[src/rtl/aes_pkg.sv]
// Shared AES types and GF(2^8) helpers for the MixColumns datapath.
package aes_pkg;

  localparam int unsigned AES_STATE_W = 128;
  localparam int unsigned COL_W       = 32;

  typedef enum logic [1:0] {IDLE, RUN, DONE} state_e;

  // Multiply by x modulo the AES polynomial x^8+x^4+x^3+x+1.
  function automatic logic [7:0] xtime(input logic [7:0] a);
    return {a[6:0], 1'b0} ^ (8'h1b & {8{a[7]}});
  endfunction

  function automatic logic [7:0] gf_mul2(input logic [7:0] a);
    return xtime(a);
  endfunction

  function automatic logic [7:0] gf_mul3(input logic [7:0] a);
    return xtime(a) ^ a;
  endfunction

  function automatic logic [7:0] gf_mul9(input logic [7:0] a);
    return xtime(xtime(xtime(a))) ^ a;
  endfunction

  function automatic logic [7:0] gf_mulb(input logic [7:0] a);
    return xtime(xtime(xtime(a))) ^ xtime(a) ^ a;
  endfunction

  function automatic logic [7:0] gf_muld(input logic [7:0] a);
    return xtime(xtime(xtime(a))) ^ xtime(xtime(a)) ^ a;
  endfunction

  function automatic logic [7:0] gf_mule(input logic [7:0] a);
    return xtime(xtime(xtime(a))) ^ xtime(xtime(a)) ^ xtime(a);
  endfunction

  // Column 0 occupies the top 32 bits of the state.
  function automatic logic [COL_W-1:0] get_col(input logic [AES_STATE_W-1:0] s,
                                               input logic [1:0] idx);
    return s[AES_STATE_W - 1 - COL_W * int'(idx) -: COL_W];
  endfunction

  function automatic logic [AES_STATE_W-1:0] set_col(input logic [AES_STATE_W-1:0] s,
                                                     input logic [1:0] idx,
                                                     input logic [COL_W-1:0] c);
    logic [AES_STATE_W-1:0] r;
    r = s;
    r[AES_STATE_W - 1 - COL_W * int'(idx) -: COL_W] = c;
    return r;
  endfunction

endpackage

[src/rtl/mixcolumn_col.sv]
// Combinational MixColumns / InvMixColumns transform of a single 32-bit column.
module mixcolumn_col
  import aes_pkg::*;
#(
  parameter int unsigned INV_EN = 1
) (
  input  logic [31:0] col_in,
  input  logic        inv,
  output logic [31:0] col_out
);

  logic [7:0]  a0, a1, a2, a3;
  logic [31:0] fwd_col;

  assign {a0, a1, a2, a3} = col_in;

  assign fwd_col = {gf_mul2(a0) ^ gf_mul3(a1) ^ a2 ^ a3,
                    a0 ^ gf_mul2(a1) ^ gf_mul3(a2) ^ a3,
                    a0 ^ a1 ^ gf_mul2(a2) ^ gf_mul3(a3),
                    gf_mul3(a0) ^ a1 ^ a2 ^ gf_mul2(a3)};

  if (INV_EN != 0) begin : g_inv
    logic [31:0] inv_col;
    assign inv_col = {gf_mule(a0) ^ gf_mulb(a1) ^ gf_muld(a2) ^ gf_mul9(a3),
                      gf_mul9(a0) ^ gf_mule(a1) ^ gf_mulb(a2) ^ gf_muld(a3),
                      gf_muld(a0) ^ gf_mul9(a1) ^ gf_mule(a2) ^ gf_mulb(a3),
                      gf_mulb(a0) ^ gf_muld(a1) ^ gf_mul9(a2) ^ gf_mule(a3)};
    assign col_out = inv ? inv_col : fwd_col;
  end else begin : g_fwd_only
    // Inverse logic is not built; the mode select has nothing to steer.
    logic unused_inv;
    assign unused_inv = inv;
    assign col_out    = fwd_col;
  end

endmodule

[src/rtl/mixcolumns_serial.sv]
// Handshaked MixColumns engine: transforms COLS_PER_CYC columns per beat in place.
module mixcolumns_serial
  import aes_pkg::*;
#(
  parameter int unsigned COLS_PER_CYC = 1,
  parameter int unsigned INV_EN       = 1
) (
  input  logic         clk,
  input  logic         rst,
  input  logic         in_valid,
  output logic         in_ready,
  input  logic [127:0] in_data,
  input  logic         in_inv,
  output logic         out_valid,
  input  logic         out_ready,
  output logic [127:0] out_data,
  output logic         busy
);

  if (!(COLS_PER_CYC == 1 || COLS_PER_CYC == 2 || COLS_PER_CYC == 4)) begin : g_bad_cols
    $error("mixcolumns_serial: COLS_PER_CYC must be 1, 2 or 4");
  end

  localparam int unsigned NBEATS = (COLS_PER_CYC == 0) ? 1 : 4 / COLS_PER_CYC;
  // A single-beat build still needs a 1-bit counter to stay legal.
  localparam int unsigned CNT_W  = (NBEATS > 1) ? $clog2(NBEATS) : 1;

  state_e                 state_q;
  logic [CNT_W-1:0]       cnt_q;
  logic [AES_STATE_W-1:0] work_q;
  logic [AES_STATE_W-1:0] data_q;
  logic                   mode_q;

  logic [AES_STATE_W-1:0] work_run;
  logic [COL_W-1:0]       col_in  [COLS_PER_CYC];
  logic [COL_W-1:0]       col_out [COLS_PER_CYC];
  logic [1:0]             col_idx [COLS_PER_CYC];
  logic                   take;
  logic                   last_beat;
  logic                   mode_in;

  for (genvar j = 0; j < int'(COLS_PER_CYC); j++) begin : g_col
    assign col_idx[j] = 2'(32'(cnt_q) * COLS_PER_CYC + 32'(j));
    assign col_in[j]  = get_col(work_q, col_idx[j]);

    mixcolumn_col #(
      .INV_EN (INV_EN)
    ) u_col (
      .col_in  (col_in[j]),
      .inv     (mode_q),
      .col_out (col_out[j])
    );
  end

  // Write this beat's transformed columns back into a copy of the work register.
  always_comb begin
    work_run = work_q;
    for (int unsigned j = 0; j < COLS_PER_CYC; j++) begin
      work_run = set_col(work_run, col_idx[j], col_out[j]);
    end
  end

  assign in_ready  = !rst && ((state_q == IDLE) || (state_q == DONE && out_ready));
  assign take      = in_valid && in_ready;
  assign last_beat = (cnt_q == CNT_W'(NBEATS - 1));
  assign mode_in   = (INV_EN != 0) ? in_inv : 1'b0;

  // FSM, beat counter and datapath registers; accept in DONE bypasses IDLE.
  always_ff @(posedge clk) begin
    if (rst) begin
      state_q <= IDLE;
      cnt_q   <= '0;
      work_q  <= '0;
      data_q  <= '0;
      mode_q  <= 1'b0;
    end else if (take) begin
      work_q  <= in_data;
      mode_q  <= mode_in;
      cnt_q   <= '0;
      state_q <= RUN;
    end else begin
      case (state_q)
        RUN: begin
          work_q <= work_run;
          cnt_q  <= cnt_q + 1'b1;
          if (last_beat) begin
            // Result register only moves here, so it is stable throughout DONE.
            data_q  <= work_run;
            state_q <= DONE;
          end
        end
        DONE: begin
          if (out_ready) state_q <= IDLE;
        end
        default: ;
      endcase
    end
  end

  assign out_valid = (state_q == DONE);
  assign out_data  = data_q;
  assign busy      = (state_q != IDLE);

endmodule

[config.mk]
export PLATFORM = sky130hd
export DESIGN_NAME = mixcolumns_serial
export DESIGN_NICKNAME = d
export VERILOG_FILES = /design/src/rtl/aes_pkg.sv /design/src/rtl/mixcolumn_col.sv /design/src/rtl/mixcolumns_serial.sv
export SDC_FILE = /design/constraint.sdc
export NUM_CORES = 1
export LEC_CHECK = 0
export ABC_AREA = 0
export CAP_MARGIN = 25
export CORE_ASPECT_RATIO = 1.2
export CORE_MARGIN = 2
export CORE_UTILIZATION = 25
export CTS_CLUSTER_SIZE = 10
export DETAILED_ROUTE_END_ITERATION = 10
export PLACE_DENSITY = 0.49
export SLEW_MARGIN = 20
export SYNTH_ARGS = -nofsm -noshare
export SYNTH_HDL_FRONTEND = slang
export SYNTH_HIERARCHICAL = 1
export SYNTH_SLANG_ARGS = --single-unit
export TNS_END_PERCENT = 50
[constraint.sdc]
create_clock -name clk -period 6.41 [get_ports clk]
set_clock_uncertainty 0.1 [all_clocks]
set_input_delay 1.6025 -clock clk [delete_from_list [all_inputs] [get_ports clk]]
set_output_delay 1.6025 -clock clk [all_outputs]
set_load 0.01 [all_outputs]
==> flow_metrics.env, run 1 <==
export IMPL_finalNetCount=1938
export IMPL_viasPerCell=5.096
export IMPL_routed_wl_mm=68.14
export IMPL_cpPeakStageDelay_ns=0.91
export IMPL_layout_setup_ws_ns=1.461
export IMPL_synth_cell_type_count=49
export IMPL_grt_ovfl_total=0
export IMPL_die_h_um=283.6
export IMPL_area_delta_synth_final_pct=25.70
export IMPL_required_ns=6.78
export IMPL_wire_per_inst_um=25.73
export IMPL_dp_hpwl_mm=49.88
export IMPL_async_flop_share=0
export IMPL_syn_cell_area_mm2=0.01629
export IMPL_relSlewSlack=0.3375
export IMPL_yosys_warnings=6
export IMPL_cpMostUsedCell="xnor3_1"
export IMPL_fin_crit_sh=0.7720
export IMPL_final_common_cell="clkdlybuf4s50_1"
export IMPL_yosys_area_top_type_share=0.3207
export IMPL_dp_slack_ns=1.463
export IMPL_stdcell_count=2648
export IMPL_max_cap_viol_count=0
export IMPL_r2r_slack_ns=1.46
export IMPL_ys_seq_area_frac=0.3207
export IMPL_ys_seq_elements=261
export IMPL_start_kind="flip-flop"
export IMPL_critPathBufInv=1
export IMPL_hp_class="flip-flop to flip-flop"
export IMPL_synth_edf_count=0
export IMPL_synth_area_leader_cell="dfxtp_1"
export IMPL_num_vias=13490
export IMPL_synthTopCellsByArea="dfxtp_1 32%, xnor2_1 8.7%, o2bb2ai_1 6.9%, mux2_2 5.5%, a22oi_1 5.0%"
export IMPL_post_cts_buffers=0
export IMPL_p_leak_nw=6.882
export IMPL_initial_core_util=0.2528
export IMPL_core_rowCount=102
export IMPL_cts_buffer_depth=3
export IMPL_core_area_mm2=0.06445
export IMPL_cp_end_kind="flip-flop"
export IMPL_fin_area_mm2=0.02048
export IMPL_cp_slowest_cell="dfxtp_4"
export IMPL_worstPathMaxFanout=72
export IMPL_portBuffers=263
export IMPL_drive_gt1_frac=0.1433
export IMPL_pwr_density_cell_mw_per_mm2=461.4
export IMPL_antenna_left=0
export IMPL_root_buffer="clkbuf_16"
export IMPL_grt_pass1_wl_mm=99.12
export IMPL_crit_family="XOR/XNOR gates"
export IMPL_numCtsBuffers=34
export IMPL_gp_congestion=0.9198
export IMPL_slew_viol_final=0
export IMPL_clkTransAtPathRegs_ns=0.06
export IMPL_drt_iter0_drc=1107
export IMPL_worst_slew_pin_slew_ns=0.9938
export IMPL_path_cells="buf_4, mux4_2, xnor2_4, xnor3_1, xnor3_2, xnor3_1, a21oi_2, xnor2_1, nand4b_1, a21oi_1, mux2_2"
export IMPL_cts_hold_buf=0
export IMPL_arrival_ns=5.32
export IMPL_tritoncts="done"
export IMPL_post_dp_cell_area_mm2=0.01946
export IMPL_grt_start_max_net_pins=104
export IMPL_synth_top_flop_cell="dfxtp_1"
export IMPL_critPathKind="flip-flop to flip-flop"
export IMPL_fin_crit_ns=4.949
export IMPL_drt_pre_antenna_iters=5
export IMPL_dr_max_layer_used="met4"
export IMPL_setup_violations=0
export IMPL_status="completed"
export IMPL_wl_met1_mm=30.67
export IMPL_final_setup_tns_ns=0
export IMPL_avgSynthCellArea_um2=9.832
export IMPL_grt_pass1_vias=13700
export IMPL_cts_max_level=2
export IMPL_grt_antenna_before_repair=0
export IMPL_dieArea_mm2=0.06723
export IMPL_fp_dieW_um=237.0
export IMPL_syn_inst=1657
export IMPL_cts_sinks=261
export IMPL_drc=0
export IMPL_mostFrequentLayoutCells="262 x clkdlybuf4s50_1, 259 x dfxtp_1, 158 x xnor2_1, 129 x nand2b_1, 128 x o2bb2ai_1"
export IMPL_track_usage=0.1972
export IMPL_hold_slack_ns=0.3768
export IMPL_clock_latency_ns=0.53
export IMPL_rsz0062_at_grt="false"
export IMPL_timing_fmax_mhz=202.1
export IMPL_cts_resized=0
export IMPL_hold_viol=0
export IMPL_met2_length_mm=32.67
export IMPL_syn_nets=1797
export IMPL_numPlacedInstances=2593
export IMPL_routed_wl_met3_mm=3.440
export IMPL_num_io_pins=264
export IMPL_ir_drop_mv=0.2150
## area by class of cell
| type | instances | area, um2 |
|---|---|---|
| clock inverter | 6 | 33.78 |
| sequential | 261 | 5233 |
| inverter | 9 | 33.78 |
| multi-input combinational | 1172 | 10090 |
| clock buffer | 47 | 960.9 |
| tap | 832 | 1041 |
| timing repair buffer | 320 | 3087 |
| antenna | 1 | 2.502 |
| fill | 6534 | 43970 |
## registers in the layout, indices dropped and copies added, names as in the netlist
name      flops
out_data    128
work_q      128
cnt_q         2
state_q       2
mode_q        1
## cells in the mapped netlist, drive strengths merged (3+ instances only)
cell type,number
a21boi,20
a21oi,109
a22oi,108
a31oi,20
and2,3
and4b,3
buf,94
clkbuf,121
dfxtp,261
ha,7
inv,9
mux2,97
mux2i,35
mux4,32
nand2,28
nand2b,130
nand3b,20
nand4b,64
nand4bb,24
nor2,10
nor2b,97
o21ai,5
o2bb2ai,128
or4bb,8
xnor2,169
xnor3,10
xor2,34
## per-stage QoR
stage | utilization | total power [mW]
after global placement | 0.3020 | 7.686
after floorplan | - | 5.573
final | 0.3178 | 9.449
after detailed placement | 0.3020 | 7.671
after CTS | 0.3174 | 9.480
after global routing | 0.3177 | 9.874
## worst paths after layout
kind,from,endpoint,cells after the start
setup / recovery,cnt_q[0],out_data[83],11
hold / removal,out_data[21],out_data[21],2
setup reg to reg,cnt_q[0],out_data[83],11
hold reg to reg,out_data[21],out_data[21],2
## per-layer routing
| metal | track usage | vias up |
|---|---|---|
| met5 | 0 | - |
| met4 | 0.04494 | 0 |
| met3 | 0.02364 | 63 |
| met2 | 0.3342 | 443 |
| met1 | 0.2668 | 6752 |
| li1 | - | 6235 |
## cell families after synthesis
family | share of synthesized area
compound gates | 0.1739
xor+xnor | 0.1320
fa+ha+maj | 0.005376
buf+inv | 0.06405
flops | 0.3207
mux | 0.1369
simple gates | 0.1670
## tightest hold or removal path, stage by stage (launching register included)
cell and delay, ns:
dfxtp_1 0.30, nand2b_1 0.07, mux2i_1 0.06
## power breakdown
group | switching [mW] | internal (mW)
logic | 3.45 | 2.31
registers | 0.162 | 1.74
clock network | 0.744 | 1.04
total | 4.36 | 5.09
Note: power is estimated with default switching activity, not from simulation.
==> run 2, diff against run 1 <==
--- a/config.mk
+++ b/config.mk
@@ -12,7 +12,7 @@
 export CORE_UTILIZATION = 25
 export CTS_CLUSTER_SIZE = 10
 export DETAILED_ROUTE_END_ITERATION = 10
-export PLACE_DENSITY = 0.49
+export PLACE_DENSITY = 0.51
 export SLEW_MARGIN = 20
 export SYNTH_ARGS = -nofsm -noshare
 export SYNTH_HDL_FRONTEND = slang
==> constraint.sdc (replaced) <==
create_clock -name clk -period 4.4 [get_ports clk]
set_clock_uncertainty 0.1 [all_clocks]
set_input_delay 1.1 -clock clk [delete_from_list [all_inputs] [get_ports clk]]
set_output_delay 1.1 -clock clk [all_outputs]
set_load 0.01 [all_outputs]
==> run 2 against run 1 <==
Count of clock-buffer cells in the layout shrank 7. Critical endpoint unchanged. First-iteration DRC count is 4.5% lower. Power grew 56%. Final cell count rose by 2.8%. Utilization increased by 0.90 points. Clock power is 28% higher. Global-route usage is 0.17 points higher. Critical path depth did not move. Maximum frequency increased by 17%.
==> flow_metrics.env, run 2 (same netlist as run 1, synthesis figures left out) <==
export IMPL_path_cells="buf_12, mux4_2, xnor2_4, xnor3_1, xnor3_2, xnor3_1, a21oi_2, xnor2_1, nand4b_1, a21oi_1, mux2_2"
export IMPL_clkTransAtPathRegs_ns=0.06
export IMPL_cpMostUsedCell="xnor3_1"
export IMPL_hold_viol=0
export IMPL_worstPathMaxFanout=21
export IMPL_hold_slack_ns=0.3724
export IMPL_grt_start_max_net_pins=137
export IMPL_track_usage=0.1989
export IMPL_mostFrequentLayoutCells="262 x clkdlybuf4s50_1, 259 x dfxtp_1, 162 x xnor2_1, 134 x buf_4, 129 x nand2b_1"
export IMPL_drt_pre_antenna_iters=5
export IMPL_arrival_ns=4.68
export IMPL_status="completed"
export IMPL_relSlewSlack=0.4063
export IMPL_core_area_mm2=0.06445
export IMPL_cts_max_level=1
export IMPL_num_io_pins=264
export IMPL_routed_wl_mm=68.79
export IMPL_tritoncts="done"
export IMPL_pwr_density_cell_mw_per_mm2=698.0
export IMPL_cp_end_kind="flip-flop"
export IMPL_gp_congestion=0.8953
export IMPL_setup_violations=0
export IMPL_core_rowCount=102
export IMPL_required_ns=4.83
export IMPL_final_common_cell="clkdlybuf4s50_1"
export IMPL_portBuffers=263
export IMPL_drc=0
export IMPL_timing_fmax_mhz=235.5
export IMPL_cts_hold_buf=0
export IMPL_final_core_util=0.3268
export IMPL_clock_power_share=0.155
export IMPL_viasPerCell=5.111
export IMPL_stdcell_count=2723
export IMPL_multi_input_area_mm2=0.01005
export IMPL_regArea_mm2=0.005233
export IMPL_num_vias=13920
export IMPL_crit_family="XOR/XNOR gates"
export IMPL_fin_crit_sh=0.9652
export IMPL_slew_viol_final=0
export IMPL_drive_gt1_frac=0.1740
export IMPL_power_total_mw=14.70
export IMPL_grt_antenna_before_repair=2
export IMPL_swShare=0.4560
export IMPL_clock_latency_ns=0.59
export IMPL_final_setup_tns_ns=0
export IMPL_p_leak_nw=7.242
export IMPL_start_kind="flip-flop"
export IMPL_reg2reg_depth=11
export IMPL_fp_dieW_um=237.0
export IMPL_p_int_mw=7.997
export IMPL_root_buffer="clkbuf_16"
export IMPL_antennaDiodeCount=0
export IMPL_initial_core_util=0.2528
export IMPL_hold_depth=2
export IMPL_p_comb_frac=0.657
export IMPL_post_cts_buffers=0
export IMPL_antenna_left=0
export IMPL_ir_drop_mv=0.3837
export IMPL_worst_slew_pin_slew_ns=0.8841
export IMPL_finalNetCount=2023
export IMPL_numPlacedInstances=2683
export IMPL_dieArea_mm2=0.06723
export IMPL_numCtsBuffers=30
export IMPL_rsz0062_at_grt="false"
export IMPL_cts_resized=0
export IMPL_hp_class="flip-flop to flip-flop"
export IMPL_cp_depth=11
export IMPL_cts_sinks=261
export IMPL_grt_pass1_wl_mm=99.87
export IMPL_max_cap_viol_count=0
export IMPL_wire_per_inst_um=25.26
export IMPL_dp_hpwl_mm=52.78
export IMPL_area_delta_synth_final_pct=29.27
export IMPL_die_h_um=283.6
export IMPL_critPathKind="flip-flop to flip-flop"
export IMPL_grt_pass1_vias=14160
export IMPL_cts_buffer_depth=3
export IMPL_critPathBufInv=1
export IMPL_fin_crit_ns=4.247
export IMPL_drt_iter0_drc=1057
export IMPL_grt_ovfl_total=0
export IMPL_switchingPower_mw=6.704
export IMPL_cpPeakStageDelay_ns=0.71
export IMPL_fillers=6573
export IMPL_cp_slowest_cell="xnor2_1"
export IMPL_p_seq_frac=0.188
[run 2: per-layer routing]
metal  part of all wire  global-route usage
met1               0.44              0.2642
met2               0.47              0.3299
met3              0.056             0.03006
met4              0.032             0.06345
met5            0.00039                   0
[run 2: layout make-up]
class	count	area share
flip-flops and latches	261	0.2485
repair buffers	409	0.1842
inverters	9	0.001604
multi-input cells	1172	0.4774
well taps	832	0.04943
clock buffers	40	0.03891
[run 2: path summary, 6_finish.rpt]
path,from,endpoint,slack (ns)
setup reg to reg,cnt_q[1],out_data[83],0.15
hold / removal,out_data[14],out_data[14],0.37
hold reg to reg,out_data[14],out_data[14],0.37
setup / recovery,cnt_q[1],out_data[83],0.15
[run 2: worst min-delay path, cell delays in order, from the launching register on]
cell and delay, ns:
dfxtp_1 0.31, nand2b_1 0.06, mux2i_1 0.05
[run 2: per-stage QoR]
stage	worst slack [ns]	instance area, um2
after floorplan	0.2369	16290
final	0.1532	21060
after CTS	0.1597	21060
after global routing	0.02795	21060
after global placement	0.1821	20240
after detailed placement	0.1839	20240
[run 2: power by group through the flow]
stage	Clock [mW]	Combinational [mW]	Sequential, mW
finish	2.28	9.65	2.77
floorplan	0	5.45	2.67
global placement	0	9.64	2.81
detailed placement	0	9.58	2.81
CTS	2.35	9.63	2.76
global route	2.42	10.1	2.78
==> run 3, diff against run 2 <==
--- a/config.mk
+++ b/config.mk
@@ -12,6 +12,7 @@
 export CORE_UTILIZATION = 25
 export CTS_CLUSTER_SIZE = 10
 export DETAILED_ROUTE_END_ITERATION = 10
+export GPL_ROUTABILITY_DRIVEN = 1
 export PLACE_DENSITY = 0.51
 export SLEW_MARGIN = 20
 export SYNTH_ARGS = -nofsm -noshare
==> results of run 3 <==
Final layout, timing and power as in run 2 (identical DEF).
